## config.mk

```make
export PLATFORM = sky130hd
export DESIGN_NAME = drop_sequencer
export DESIGN_NICKNAME = d
export VERILOG_FILES = /design/src/rtl/drop_sequencer.sv
export SDC_FILE = /design/constraint.sdc
export NUM_CORES = 1
export LEC_CHECK = 0
export CORE_ASPECT_RATIO = 1.5
export CORE_MARGIN = 4
export CORE_UTILIZATION = 40
export CTS_BUF_LIST = sky130_fd_sc_hd__clkbuf_16
export CTS_CLUSTER_DIAMETER = 80
export CTS_CLUSTER_SIZE = 16
export DETAILED_ROUTE_END_ITERATION = 12
export PLACE_DENSITY_LB_ADDON = 0.2
export SLEW_MARGIN = 0
export SYNTH_ARGS = -nofsm -noshare
export SYNTH_HDL_FRONTEND = slang
export SYNTH_SLANG_ARGS = --single-unit
```

## constraint.sdc

```tcl
create_clock -name clk -period 6 [get_ports clk]
set_clock_uncertainty 0.15 [all_clocks]
set_input_delay 1.2 -clock clk [delete_from_list [all_inputs] [get_ports clk]]
set_output_delay 1.2 -clock clk [all_outputs]
set_load 0.02 [all_outputs]
```

## src/rtl/drop_sequencer.sv

```systemverilog
// drop_sequencer: frame-paced controller for the falling rectangle of the
// stacking game. The rectangle follows the mouse and drops on a click. It
// lands on the floor or on top of the stack, and after a short hold a new
// rectangle spawns. Once the stack is full, only reset restarts the game.
module drop_sequencer #(
    parameter int FLOOR_Y     = 534,
    parameter int RECT_H      = 66,
    parameter int X_MAX       = 736,
    parameter int G           = 1,
    parameter int V_MAX       = 32,
    parameter int HOLD_FRAMES = 2,
    parameter int MAX_BLOCKS  = 8
) (
    input  logic        clk,
    input  logic        rst,
    input  logic        frame_tick,
    input  logic        mouse_left,
    input  logic [11:0] mouse_xpos,
    input  logic [11:0] mouse_ypos,
    output logic [11:0] xpos,
    output logic [11:0] ypos,
    output logic        busy,
    output logic        landed,
    output logic [3:0]  block_cnt,
    output logic        stack_full
);

    typedef enum logic [2:0] {
        FOLLOW,
        FALL,
        LAND,
        HOLD,
        FULL
    } state_t;

    localparam logic [11:0] FLOOR_Y12 = 12'(FLOOR_Y);
    localparam logic [11:0] RECT_H12  = 12'(RECT_H);
    localparam logic [11:0] X_MAX12   = 12'(X_MAX);
    localparam logic [11:0] V_MAX12   = 12'(V_MAX);
    localparam int          HW        = (HOLD_FRAMES > 1) ? $clog2(HOLD_FRAMES + 1) : 1;
    localparam logic [HW-1:0] HOLD_LAST = HW'(HOLD_FRAMES - 1);

    state_t        state;
    state_t        state_n;
    logic          mouse_left_q;
    logic          click;
    logic [11:0]   vel;
    logic [11:0]   vel_n;
    logic [11:0]   vel_step;
    logic [12:0]   vel_sum;
    logic [12:0]   ny;
    logic [11:0]   land_y;
    logic [11:0]   x_clamped;
    logic [HW-1:0] hold_cnt;
    logic [HW-1:0] hold_n;
    logic [11:0]   xpos_n;
    logic [11:0]   ypos_n;
    logic [3:0]    cnt_n;
    logic          landed_n;

    // Mouse y is part of the interface but plays no role in the motion.
    logic unused_mouse_y;
    assign unused_mouse_y = ^mouse_ypos;

    assign click     = mouse_left & ~mouse_left_q;
    assign x_clamped = (mouse_xpos > X_MAX12) ? X_MAX12 : mouse_xpos;
    assign land_y    = FLOOR_Y12 - RECT_H12 * {8'd0, block_cnt};
    assign vel_sum   = {1'b0, vel} + 13'(G);
    assign vel_step  = (vel_sum > {1'b0, V_MAX12}) ? V_MAX12 : vel_sum[11:0];
    assign ny        = {1'b0, ypos} + {1'b0, vel_step};

    // State register.
    always_ff @(posedge clk or posedge rst) begin
        if (rst) begin
            state <= FOLLOW;
        end else begin
            state <= state_n;
        end
    end

    // Next state and next values of every register the controller owns.
    always_comb begin
        state_n  = state;
        xpos_n   = xpos;
        ypos_n   = ypos;
        vel_n    = vel;
        hold_n   = hold_cnt;
        cnt_n    = block_cnt;
        landed_n = 1'b0;
        case (state)
            FOLLOW: begin
                xpos_n = x_clamped;
                ypos_n = 12'd0;
                if (click) begin
                    vel_n   = 12'd0;
                    state_n = FALL;
                end
            end
            FALL: begin
                if (frame_tick) begin
                    vel_n = vel_step;
                    if (ny >= {1'b0, land_y}) begin
                        ypos_n  = land_y;
                        state_n = LAND;
                    end else begin
                        ypos_n = ny[11:0];
                    end
                end
            end
            LAND: begin
                landed_n = 1'b1;
                cnt_n    = block_cnt + 4'd1;
                hold_n   = '0;
                state_n  = (cnt_n == 4'(MAX_BLOCKS)) ? FULL : HOLD;
            end
            HOLD: begin
                if (frame_tick) begin
                    hold_n = hold_cnt + 1'b1;
                    if (hold_cnt == HOLD_LAST) begin
                        state_n = FOLLOW;
                    end
                end
            end
            FULL: begin
            end
            default: begin
                state_n = FOLLOW;
            end
        endcase
    end

    // Datapath and output registers; busy/stack_full follow the next state.
    always_ff @(posedge clk or posedge rst) begin
        if (rst) begin
            mouse_left_q <= 1'b0;
            vel          <= 12'd0;
            hold_cnt     <= '0;
            xpos         <= 12'd0;
            ypos         <= 12'd0;
            busy         <= 1'b0;
            landed       <= 1'b0;
            block_cnt    <= 4'd0;
            stack_full   <= 1'b0;
        end else begin
            mouse_left_q <= mouse_left;
            vel          <= vel_n;
            hold_cnt     <= hold_n;
            xpos         <= xpos_n;
            ypos         <= ypos_n;
            busy         <= (state_n == FALL) || (state_n == LAND) || (state_n == HOLD);
            landed       <= landed_n;
            block_cnt    <= cnt_n;
            stack_full   <= (state_n == FULL);
        end
    end

endmodule
```

==> results of run 1 <==
-- through the flow --
step | hold WS [ns] | setup WS, ns | area (sq um)
after global routing | 0.349 | 0.0897 | 3880
after floorplan | 0.304 | 1.19 | 3180
after detailed placement | 0.320 | 0.487 | 3710
after CTS | 0.339 | 0.400 | 3880
after global placement | 0.317 | 0.575 | 3710
final | 0.337 | 0.538 | 3880
-- synthesized netlist by cell type (5+ instances only) --
cell type,count,area share [%]
a21oi_1,18,2.9
a22o_1,8,2.2
and2_1,9,1.8
clkbuf_1,11,1.3
dfrtp_1,49,39
ha_1,30,12
inv_1,18,2.1
nand2_1,33,3.9
nand3_1,26,4.1
nand4_1,5,0.99
nor2_1,20,2.4
nor2b_1,7,1.4
nor3_1,6,0.95
o21ai_0,16,2.5
o311ai_0,5,1.4
or3_1,7,1.4
xnor2_1,13,3.6
xor2_1,5,1.4
-- layer usage --
layer	vias up	routed length [um]
li1	1320	-
met1	1330	3060
met2	57	4040
met3	10	318
met4	0	136
met5	-	0
-- cells by family after synthesis --
group                    count (synthesis)  synth area share [%]
adder cells (fa/ha/maj)                 31                  12.5
multiplexers                             3                 0.951
flip-flops                              49                  38.8
XOR/XNOR                                18                  4.99
AO/OA/AOI/OAI                           76                  16.8
AND/OR/NAND/NOR                        131                  21.2
buffers and inverters                   33                  4.56
other                                    1                 0.119
-- worst paths after layout --
path | startpoint | end | slack [ns] | cells after the start
max | vel[0] | ypos[11] | 0.54 | 23
min | xpos[11] | xpos[11] | 0.34 | 1
max reg2reg | vel[0] | ypos[11] | 0.54 | 23
min reg2reg | xpos[11] | xpos[11] | 0.34 | 1
max in group asynchronous | rst | block_cnt[1] | 3.72 | 2
min in group asynchronous | rst | vel[0] | 1.34 | 2
-- flip-flops by register name, summed over array words and instances, names as in the netlist --
signal        cells
vel              12
xpos             12
ypos             12
block_cnt         4
state             3
hold_cnt          2
busy              1
landed            1
mouse_left_q      1
stack_full        1
-- area by class of cell --
type,count,area [sq um],share of cell area [%]
multi-input cells,265,1810,46.6
inverters,18,67.6,1.74
clock inverters,3,41.3,1.06
repair buffers,49,483,12.4
clock buffers,5,125,3.22
well taps,102,128,3.29
flip-flops and latches,49,1230,31.6
-- where the power goes --
part	switching, mW	total, mW	internal, mW
combinational	0.680	1.21	0.532
clock	0.125	0.320	0.195
sequential	0.113	0.545	0.432
total	0.918	2.08	1.16
-- critical path, stage by stage (launching register included) --
cell	delay [ns]
dfrtp_1	0.44
ha_2	0.28
nand3_1	0.16
nor4b_1	0.30
o21a_1	0.18
nand3_1	0.18
nor2_1	0.20
ha_1	0.20
inv_1	0.05
fa_1	0.39
nor2b_1	0.17
o31a_1	0.20
o21ai_2	0.10
o21ai_2	0.22
xor2_1	0.24
ha_1	0.27
a21oi_1	0.13
nor2b_1	0.07
a2111oi_1	0.34
o21ai_1	0.18
a311oi_4	0.30
buf_4	0.25
o31ai_1	0.10
a31o_2	0.23
-- what timing repair did --
item | CTS | global route
hold buffers | 0 | 0
setup endpoints to repair | 0 | 12
gates resized for setup | 0 | 3
==> tab_implementation.tex, run 1 <==
\begin{tabular}{lr}
\hline
Metric & Value \\
\hline
\multicolumn{2}{l}{\textbf{Status}} \\
\quad Status & complete, no violations \\
\multicolumn{2}{l}{\textbf{Global route}} \\
\quad Number of global-route vias before repair & 2709 \\
\quad Largest net degree at the start of global routing & 50 \\
\quad Number of antenna violations at the first check in global routing & 0 \\
\quad All-layer global routing usage & 16.8\% \\
\quad Most Used Layer, Global Route & met2 \\
\quad GRT met2 Usage & 31.6\% \\
\quad Overall overflow remaining after global route & 0 \\
\quad Met3 capacity usage during global routing & 3.29\% \\
\quad Global-route wire length before repair & 12.4 mm \\
\quad Met1 Resource Use GR & 18.5\% \\
\multicolumn{2}{l}{\textbf{Synth}} \\
\quad Sequential share of the synthesized area & 38.8\% \\
\quad Most common flop cell mapped by yosys & dfrtp\_1 \\
\quad Number of instances in the synthesized netlist & 342 \\
\quad Mean instance size in the synthesized netlist & 9.23 sq um \\
\quad Cell variety after synth & 50 \\
\quad Synth Warn \# & 0 \\
\quad Register bit count reported by yosys & 49 \\
\quad Share of flip-flops with an asynchronous set or reset after synthesis & 100\% \\
\quad Number of enable-type register cells in the synthesized netlist & 0 \\
\quad Area of the mapped netlist & 3160 sq um \\
\multicolumn{2}{l}{\textbf{STA}} \\
\quad Hold violation count in the final report & 0 \\
\quad Actual transition at the worst max-transition pin & 1.05 ns \\
\quad FMAX & 183 MHz \\
\quad Summed negative setup slack over all endpoints & 0 ns \\
\quad Unrepaired setup endpoints after global routing & no \\
\quad Tmin final & 5.46 ns \\
\quad Max-slew violation total from the final report & 0 \\
\quad Setup violations, final & 0 \\
\quad Ratio of final minimum period to clock period & 91.0\% \\
\quad Relative slew slack & 30.2\% \\
\multicolumn{2}{l}{\textbf{Layout}} \\
\quad Final-layout fill cell count & 748 \\
\quad Post-layout utilization of the core & 50.7\% \\
\quad Number of antenna cells inserted & 0 \\
\quad Fraction of final layout cells with drive strength greater than 1 & 4.37\% \\
\quad Post-Layout Cell Count & 491 \\
\quad Commonest cells after routing, fill and taps aside & 49 x dfrtp\_1, 46 x clkdlybuf4s50\_1, 33 x nand2\_1 \\
\quad Layout overhead on the synthesized area & 22.9\% \\
\quad Final \#Nets & 447 \\
\quad Most common cell after layout, fill and taps aside & dfrtp\_1 \\
\multicolumn{2}{l}{\textbf{Floorplanning}} \\
\quad Starting density of the core & 41.2\% \\
\quad Placement row count & 39 \\
\quad Die outline width & 80.6 um \\
\quad Total I/O pin count & 59 \\
\quad Die ar. & 9410 sq um \\
\quad Area inside the core boundary & 7660 sq um \\
\quad Vertical extent of the die & 117 um \\
\multicolumn{2}{l}{\textbf{Hold path}} \\
\quad Worst hold-check path type & flip-flop to flip-flop \\
\multicolumn{2}{l}{\textbf{CTS}} \\
\quad Clock sinks & 49 \\
\quad CTS tree & built \\
\quad Number of buffers on the longest clock path & 2 \\
\quad Post-CTS repair timing setup buffer count & 0 \\
\quad H-tree depth reported by CTS & 2 \\
\quad Clock network latency to the later pin of the worst-skew pair & 0.29 ns \\
\quad Total CTS buffers & 5 \\
\quad Clock-pin slew of the registers on the worst-case setup and hold paths & 0.07 ns \\
\quad CTS root buf & clkbuf\_16 \\
\multicolumn{2}{l}{\textbf{Detailed routing}} \\
\quad Antenna violation net count after detailed routing & 0 \\
\quad Number of violations reported at the end of detailed-routing iteration 0 & 127 \\
\quad DRC violation count after routing & 0 \\
\quad Avg Vias per Cell & 5.53 \\
\quad First-pass DRT Iterations & 4 \\
\quad Routed wire length & 7.55 mm \\
\quad Average detailed-routed wire length per instance & 15.4 um \\
\quad Detailed-route via count & 2717 \\
\multicolumn{2}{l}{\textbf{Place}} \\
\quad Last weighted congestion value of the routability-driven placer & 0.828 \\
\quad Number of port buffers & 46 \\
\quad Placed Cells incl. Taps & 483 \\
\quad Sum of net half-perimeters after detailed placement & 5.54 mm \\
\multicolumn{2}{l}{\textbf{Pwr}} \\
\quad Maximum ir drop on the vdd rail & 376 uV \\
\quad Power density cells & 535 nW/um\^{}2 \\
\quad Total design power & 2.08 mW \\
\quad Leakage power figure & 1.70 nW \\
\multicolumn{2}{l}{\textbf{Setup path}} \\
\quad Element type at the critical path end & flip-flop \\
\quad Worst endpoint data arrival time & 5.49 ns \\
\quad Maximum fanout encountered on the critical timing path & 16 \\
\quad Crit path launch type & flip-flop \\
\quad Path type of the worst setup path & flip-flop to flip-flop \\
\quad Critical path required time & 6.03 ns \\
\multicolumn{2}{l}{\textbf{Job}} \\
\quad Max cap viols & 0 \\
\hline
\end{tabular}
(Power assumes the default switching activity.)
==> inputs of run 2 (changes only) <==
ABC_AREA = 1   (was default)
==> tab_implementation.tex, run 2 <==
\begin{tabular}{lr}
\hline
Metric & Value \\
\hline
\multicolumn{2}{l}{\textbf{STA}} \\
\quad Ratio of final minimum period to clock period & 89.5\% (was 91.0\%) \\
\quad Fin Hold WS & 0.339 ns (was 0.337 ns) \\
\quad Hold violation count in the final report & 0 (unchanged) \\
\quad Least setup slack across all paths after layout & 0.628 ns (was 0.538 ns) \\
\quad Tmin final & 5.37 ns (was 5.46 ns) \\
\quad Setup violations, final & 0 (unchanged) \\
\quad Actual transition at the worst max-transition pin & 0.930 ns (was 1.05 ns) \\
\quad Unrepaired setup endpoints after global routing & no (unchanged) \\
\quad Max-slew violation total from the final report & 0 (unchanged) \\
\quad Summed negative setup slack over all endpoints & 0 ns (unchanged) \\
\quad Relative slew slack & 37.8\% (was 30.2\%) \\
\quad FMAX & 186 MHz (was 183 MHz) \\
\multicolumn{2}{l}{\textbf{Layout}} \\
\quad Post-Layout Cell Count & 649 (was 491) \\
\quad Final-layout fill cell count & 878 (was 748) \\
\quad Most common cell after layout, fill and taps aside & nand2\_1 (was dfrtp\_1) \\
\quad Post-layout utilization of the core & 50.2\% (was 50.7\%) \\
\quad Layout overhead on the synthesized area & 21.5\% (was 22.9\%) \\
\quad Largest registers & vel: 12 flops, xpos: 12 flops, ypos: 12 flops (unchanged) \\
\quad Final \#Nets & 600 (was 447) \\
\quad Commonest cells after routing, fill and taps aside & 148 x nand2\_1, 73 x inv\_1, 50 x nand3\_1 (was 49 x dfrtp\_1, 46 x clkdlybuf4s50\_1, 33 x nand2\_1) \\
\quad Number of antenna cells inserted & 0 (unchanged) \\
\quad Fraction of final layout cells with drive strength greater than 1 & 6.46\% (was 4.37\%) \\
\quad Post-route cell area & 4250 sq um (was 3880 sq um) \\
\multicolumn{2}{l}{\textbf{Setup path}} \\
\quad Crit path launch type & flip-flop (unchanged) \\
\quad Maximum fanout encountered on the critical timing path & 13 (was 16) \\
\quad Slowest CP cell & dfrtp\_1 (unchanged) \\
\quad Highest cell delay on the worst timing path & 0.48 ns (was 0.44 ns) \\
\quad Cell occurring most often along the worst timing path & nand2\_1 \\
\quad Element type at the critical path end & flip-flop (unchanged) \\
\quad Kind of cell adding the most delay to the critical path & simple AND/OR/NAND/NOR gates (was compound AO/OA/AOI/OAI gates) \\
\quad Worst endpoint data arrival time & 5.45 ns (was 5.49 ns) \\
\quad Bufs and invs on worst path & 4 (was 2) \\
\quad Critical path required time & 6.08 ns (was 6.03 ns) \\
\quad Path type of the worst setup path & flip-flop to flip-flop (unchanged) \\
\multicolumn{2}{l}{\textbf{Pwr}} \\
\quad Total design power & 2.24 mW (was 2.08 mW) \\
\quad Power density cells & 527 nW/um\^{}2 (was 535 nW/um\^{}2) \\
\quad Maximum ir drop on the vdd rail & 246 uV (was 376 uV) \\
\quad Leakage power figure & 2.24 nW (was 1.70 nW) \\
\multicolumn{2}{l}{\textbf{Place}} \\
\quad Placed Cells incl. Taps & 641 (was 483) \\
\quad Placed cell area & 4080 sq um (was 3710 sq um) \\
\quad Pre-CTS setup slack & 0.674 ns (was 0.487 ns) \\
\quad Sum of net half-perimeters after detailed placement & 6.65 mm (was 5.54 mm) \\
\quad Last weighted congestion value of the routability-driven placer & 0.915 (was 0.828) \\
\quad Number of port buffers & 46 (unchanged) \\
\multicolumn{2}{l}{\textbf{Floorplanning}} \\
\quad Placement row count & 41 (was 39) \\
\quad Vertical extent of the die & 123 um (was 117 um) \\
\quad Area inside the core boundary & 8460 sq um (was 7660 sq um) \\
\quad Die ar. & 10300 sq um (was 9410 sq um) \\
\quad Starting density of the core & 41.3\% (was 41.2\%) \\
\quad Die outline width & 84.3 um (was 80.6 um) \\
\quad Total I/O pin count & 59 (unchanged) \\
\multicolumn{2}{l}{\textbf{CTS}} \\
\quad CTS root buf & clkbuf\_16 (unchanged) \\
\quad \# hold bufs at CTS & 0 (unchanged) \\
\quad Cts repair resizes & 0 (unchanged) \\
\quad Clock-pin slew of the registers on the worst-case setup and hold paths & 0.07 ns (about the same) \\
\quad Post-CTS repair timing setup buffer count & 0 (unchanged) \\
\quad Clock network latency to the later pin of the worst-skew pair & 0.30 ns (was 0.29 ns) \\
\quad CTS tree & built (unchanged) \\
\quad Number of buffers on the longest clock path & 2 (unchanged) \\
\quad Total CTS buffers & 5 (unchanged) \\
\quad Clock sinks & 49 (unchanged) \\
\quad H-tree depth reported by CTS & 2 (unchanged) \\
\multicolumn{2}{l}{\textbf{Synth}} \\
\quad Most common flop cell mapped by yosys & dfrtp\_1 (unchanged) \\
\quad Cell variety after synth & 35 (was 50) \\
\quad Share of flip-flops with an asynchronous set or reset after synthesis & 100\% (unchanged) \\
\quad Most used standard cell by instance count after synthesis & nand2\_1 (was dfrtp\_1) \\
\quad Area of the mapped netlist & 3500 sq um (was 3160 sq um) \\
\quad Number of enable-type register cells in the synthesized netlist & 0 (unchanged) \\
\quad Register bit count reported by yosys & 49 (unchanged) \\
\quad Sequential share of the synthesized area & 35.1\% (was 38.8\%) \\
\quad Dominant cell type by area after synthesis & dfrtp\_1 (unchanged) \\
\quad Number of instances in the synthesized netlist & 490 (was 342) \\
\quad Fraction of synthesized cell area taken by the top area cell type & 35.1\% (was 38.8\%) \\
\quad Mean instance size in the synthesized netlist & 7.14 sq um (was 9.23 sq um) \\
\quad Synth Warn \# & 0 (unchanged) \\
\quad Top post-synthesis cells by count & 148 x nand2\_1, 74 x inv\_1, 50 x nand3\_1 (was 49 x dfrtp\_1, 33 x nand2\_1, 30 x ha\_1) \\
\quad Synth top area cells & dfrtp\_1 35\%, nand2\_1 16\%, ha\_1 11\% (was dfrtp\_1 39\%, ha\_1 12\%, nand3\_1 4.1\%) \\
\multicolumn{2}{l}{\textbf{Detailed routing}} \\
\quad Avg Vias per Cell & 4.86 (was 5.53) \\
\quad Routed wire length & 8.64 mm (was 7.55 mm) \\
\quad Average detailed-routed wire length per instance & 13.3 um (was 15.4 um) \\
\quad First-pass DRT Iterations & 4 (unchanged) \\
\quad DRC violation count after routing & 0 (unchanged) \\
\quad Antenna violation net count after detailed routing & 0 (unchanged) \\
\quad Number of violations reported at the end of detailed-routing iteration 0 & 165 (was 127) \\
\quad Detailed-route via count & 3152 (was 2717) \\
\multicolumn{2}{l}{\textbf{Global route}} \\
\quad Number of antenna violations at the first check in global routing & 0 (unchanged) \\
\quad All-layer global routing usage & 17.8\% (was 16.8\%) \\
\quad Global-route wire length before repair & 14.8 mm (was 12.4 mm) \\
\quad Overall overflow remaining after global route & 0 (unchanged) \\
\quad Largest net degree at the start of global routing & 50 (unchanged) \\
\quad Number of global-route vias before repair & 3129 (was 2709) \\
\multicolumn{2}{l}{\textbf{Status}} \\
\quad Status & complete, no violations (unchanged) \\
\multicolumn{2}{l}{\textbf{Job}} \\
\quad Max cap viols & 0 (unchanged) \\
\multicolumn{2}{l}{\textbf{Hold path}} \\
\quad Worst hold-check path type & flip-flop to flip-flop (unchanged) \\
\hline
\end{tabular}
==> run 2: changes by cell type after synthesis, sizes merged, moves of 5 or more <==
cell,before,now
nor2,20,44
xor2,5,15
or3,7,0
nand3,26,52
and2,9,1
nand2,33,152
o311ai,5,0
a22o,8,0
xnor2,13,2
inv,18,80
nor2b,7,0
clkbuf,11,3
==> run 2: layout make-up <==
class                   count  area, sq um  area share [%]
well taps                 107          134            3.15
clock buffers               5          125            2.95
clock inverters             3         43.8            1.03
repair buffers             47          468            11.0
multi-input cells         356         1940            45.7
flip-flops and latches     49         1230            28.9
inverters                  82          308            7.25
==> run 2: routing by layer <==
metal  wire length [um]  track usage, %  up-vias
met3                281            3.02       12
met5                  0               0        -
li1                   -               -     1628
met1               3600            20.4     1455
met2               4540            33.2       57
met4                216            6.44        0
==> run 2: tightest hold or removal path, stage by stage, from the launching register on <==
cell and delay (ns):
dfrtp_1 0.35, nand2_1 0.06, nand2_1 0.05
==> run 2: logic make-up after synthesis <==
logic type | after synthesis | synth area share [%]
AND/OR/NAND/NOR | 267 | 33.7
buffers and inverters | 90 | 9.91
flip-flops | 49 | 35.1
AO/OA/AOI/OAI | 35 | 5.47
adder cells (fa/ha/maj) | 31 | 11.3
XOR/XNOR | 17 | 4.47
other | 1 | 0.107
==> run 2: worst paths after layout <==
kind                                end  cells after the start  slack, ns    start
worst max-delay path            ypos[8]                     31       0.63   vel[0]
worst min-delay path            xpos[8]                      2       0.34  xpos[8]
worst max register to register  ypos[8]                     31       0.63   vel[0]
worst min register to register  xpos[8]                      2       0.34  xpos[8]
max in group asynchronous       ypos[3]                      3       4.03      rst
min in group asynchronous        vel[9]                      3       1.22      rst
==> run 2: power by group <==
group	internal, mW	switching, mW	total (mW)
logic	0.507	0.866	1.37
registers	0.431	0.105	0.536
clock network	0.198	0.130	0.327
==> inputs of run 3 (changes only) <==
clock period = 6.35 ns   (was 6 ns; I/O delays follow)
==> tab_implementation.tex, run 3 (same netlist as run 2, synthesis figures left out) <==
\begin{tabular}{lr}
\hline
Metric & Value \\
\hline
\multicolumn{2}{l}{\textbf{STA}} \\
\quad FMAX & 185 MHz (was 186 MHz) \\
\quad Relative slew slack & 37.1\% (was 37.8\%) \\
\quad Fin Hold WS & 0.344 ns (was 0.339 ns) \\
\quad Setup violations, final & 0 (unchanged) \\
\quad Tmin final & 5.40 ns (was 5.37 ns) \\
\quad Ratio of final minimum period to clock period & 85.1\% (was 89.5\%) \\
\quad Summed negative setup slack over all endpoints & 0 ns (unchanged) \\
\quad Unrepaired setup endpoints after global routing & no (unchanged) \\
\quad Actual transition at the worst max-transition pin & 0.941 ns (was 0.930 ns) \\
\quad Hold violation count in the final report & 0 (unchanged) \\
\quad Max-slew violation total from the final report & 0 (unchanged) \\
\multicolumn{2}{l}{\textbf{Detailed routing}} \\
\quad Number of violations reported at the end of detailed-routing iteration 0 & 139 (was 165) \\
\quad Antenna violation net count after detailed routing & 0 (unchanged) \\
\quad Average detailed-routed wire length per instance & 13.5 um (was 13.3 um) \\
\quad Routed wire length & 8.75 mm (was 8.64 mm) \\
\quad Avg Vias per Cell & 4.92 (was 4.86) \\
\quad DRC violation count after routing & 0 (unchanged) \\
\quad First-pass DRT Iterations & 4 (unchanged) \\
\quad Detailed-route via count & 3196 (was 3152) \\
\multicolumn{2}{l}{\textbf{CTS}} \\
\quad Clock network latency to the later pin of the worst-skew pair & 0.30 ns (about the same) \\
\quad \# hold bufs at CTS & 0 (unchanged) \\
\quad Total CTS buffers & 5 (unchanged) \\
\quad Post-CTS repair timing setup buffer count & 0 (unchanged) \\
\quad Number of buffers on the longest clock path & 2 (unchanged) \\
\quad H-tree depth reported by CTS & 2 (unchanged) \\
\quad Clock sinks & 49 (unchanged) \\
\quad Clock-pin slew of the registers on the worst-case setup and hold paths & 0.07 ns (about the same) \\
\quad CTS root buf & clkbuf\_16 (unchanged) \\
\quad CTS tree & built (unchanged) \\
\quad Cts repair resizes & 0 (unchanged) \\
\multicolumn{2}{l}{\textbf{Floorplanning}} \\
\quad Total I/O pin count & 59 (unchanged) \\
\quad Vertical extent of the die & 123 um (unchanged) \\
\quad Die outline width & 84.3 um (unchanged) \\
\quad Area inside the core boundary & 8460 sq um (unchanged) \\
\quad Die ar. & 10300 sq um (unchanged) \\
\quad Placement row count & 41 (unchanged) \\
\quad Starting density of the core & 41.3\% (unchanged) \\
\multicolumn{2}{l}{\textbf{Layout}} \\
\quad Number of antenna cells inserted & 0 (unchanged) \\
\quad Final-layout fill cell count & 870 (was 878) \\
\quad Fraction of final layout cells with drive strength greater than 1 & 6.46\% (unchanged) \\
\quad Layout overhead on the synthesized area & 21.5\% (unchanged) \\
\quad Commonest cells after routing, fill and taps aside & 148 x nand2\_1, 73 x inv\_1, 50 x nand3\_1 (unchanged) \\
\quad Post-Layout Cell Count & 649 (unchanged) \\
\quad Most common cell after layout, fill and taps aside & nand2\_1 (unchanged) \\
\quad Final \#Nets & 600 (unchanged) \\
\quad Largest registers & vel: 12 flops, xpos: 12 flops, ypos: 12 flops (unchanged) \\
\multicolumn{2}{l}{\textbf{Pwr}} \\
\quad Power density cells & 499 nW/um\^{}2 (was 527 nW/um\^{}2) \\
\quad Maximum ir drop on the vdd rail & 307 uV (was 246 uV) \\
\quad Switch Pwr & 1.05 mW (was 1.10 mW) \\
\quad Internal Dissipation & 1.07 mW (was 1.14 mW) \\
\quad Switching part of the total power & 49.4\% (was 49.2\%) \\
\quad Total design power & 2.12 mW (was 2.24 mW) \\
\quad Combinational fraction of design power & 61.3\% (was 61.4\%) \\
\quad Part of the power in the clock network & 14.7\% (was 14.6\%) \\
\quad Leakage power figure & 2.24 nW (unchanged) \\
\quad Relative contribution of sequential cells to total power & 24.0\% (about the same) \\
\multicolumn{2}{l}{\textbf{Place}} \\
\quad Number of port buffers & 46 (unchanged) \\
\quad Last weighted congestion value of the routability-driven placer & 0.917 (was 0.915) \\
\quad Placed Cells incl. Taps & 641 (unchanged) \\
\quad Sum of net half-perimeters after detailed placement & 6.69 mm (was 6.65 mm) \\
\multicolumn{2}{l}{\textbf{Setup path}} \\
\quad Critical path required time & 6.44 ns (was 6.08 ns) \\
\quad Slowest CP cell & dfrtp\_1 (unchanged) \\
\quad Worst endpoint data arrival time & 5.49 ns (was 5.45 ns) \\
\quad Element type at the critical path end & flip-flop (unchanged) \\
\quad Cell occurring most often along the worst timing path & nand2\_1 (unchanged) \\
\quad Crit path launch type & flip-flop (unchanged) \\
\quad Highest cell delay on the worst timing path & 0.48 ns (about the same) \\
\quad Path type of the worst setup path & flip-flop to flip-flop (unchanged) \\
\quad Maximum fanout encountered on the critical timing path & 13 (unchanged) \\
\multicolumn{2}{l}{\textbf{Global route}} \\
\quad Largest net degree at the start of global routing & 50 (unchanged) \\
\quad Number of global-route vias before repair & 3119 (was 3129) \\
\quad All-layer global routing usage & 17.8\% (about the same) \\
\quad Overall overflow remaining after global route & 0 (unchanged) \\
\quad Global-route wire length before repair & 14.7 mm (was 14.8 mm) \\
\quad Number of antenna violations at the first check in global routing & 0 (unchanged) \\
\multicolumn{2}{l}{\textbf{Job}} \\
\quad Max cap viols & 0 (unchanged) \\
\multicolumn{2}{l}{\textbf{Hold path}} \\
\quad Worst hold-check path type & flip-flop to flip-flop (unchanged) \\
\multicolumn{2}{l}{\textbf{Status}} \\
\quad Status & complete, no violations (unchanged) \\
\hline
\end{tabular}
run 3: metal layers:
metal | vias up | GRT usage [%] | share of wire [%]
li1 | 1630 | - | -
met4 | 0 | 7.92 | 3.3
met3 | 18 | 2.82 | 3.3
met5 | - | 0 | 0
met1 | 1472 | 20.3 | 41
met2 | 76 | 32.8 | 52
run 3: worst max-delay path: cells and delay by family (launching register included):
family / cells / cell delay (ns)
flip-flops: 1 / 0.48
AND/OR/NAND/NOR: 21 / 2.84
buffers and inverters: 4 / 0.32
adder cells (fa/ha/maj): 4 / 1.12
XOR/XNOR: 2 / 0.41
run 3: layout make-up:
cell class	count	area, sq um	share of cell area, %
Tap cell	107	134	3.15
Inverter	82	308	7.25
Multi-Input combinational cell	356	1940	45.7
Clock inverter	3	43.8	1.03
Timing Repair Buffer	47	468	11.0
Clock buffer	5	125	2.95
Sequential cell	49	1230	28.9
run 3: final timing paths:
check                      startpoint      end  slack, ns  cells past startpoint
setup / recovery               vel[0]  ypos[7]       0.95                     31
hold / removal                xpos[8]  xpos[8]       0.34                      2
setup reg to reg               vel[0]  ypos[7]       0.95                     31
hold reg to reg               xpos[8]  xpos[8]       0.34                      2
max in group asynchronous         rst   landed       4.32                      3
min in group asynchronous         rst   vel[9]       1.29                      3
run 3: metrics by stage:
step / cell area (sq um) / utilization (%) / setup slack, ns
floorplan: 3520 / - / 2.16
global placement: 4080 / 48.2 / 1.08
detailed placement: 4080 / 48.2 / 1.04
CTS: 4250 / 50.2 / 0.999
global route: 4250 / 50.2 / 0.488
finish: 4250 / 50.2 / 0.949
run 3: power by group through the flow:
stage / clock network, mW / logic, mW / registers (mW)
2_1_floorplan: 0 / 0.848 / 0.566
3_3_place_gp: 0 / 1.28 / 0.511
3_5_place_dp: 0 / 1.30 / 0.512
4_1_cts: 0.321 / 1.31 / 0.509
5_1_grt: 0.334 / 1.48 / 0.523
6_report: 0.312 / 1.30 / 0.508
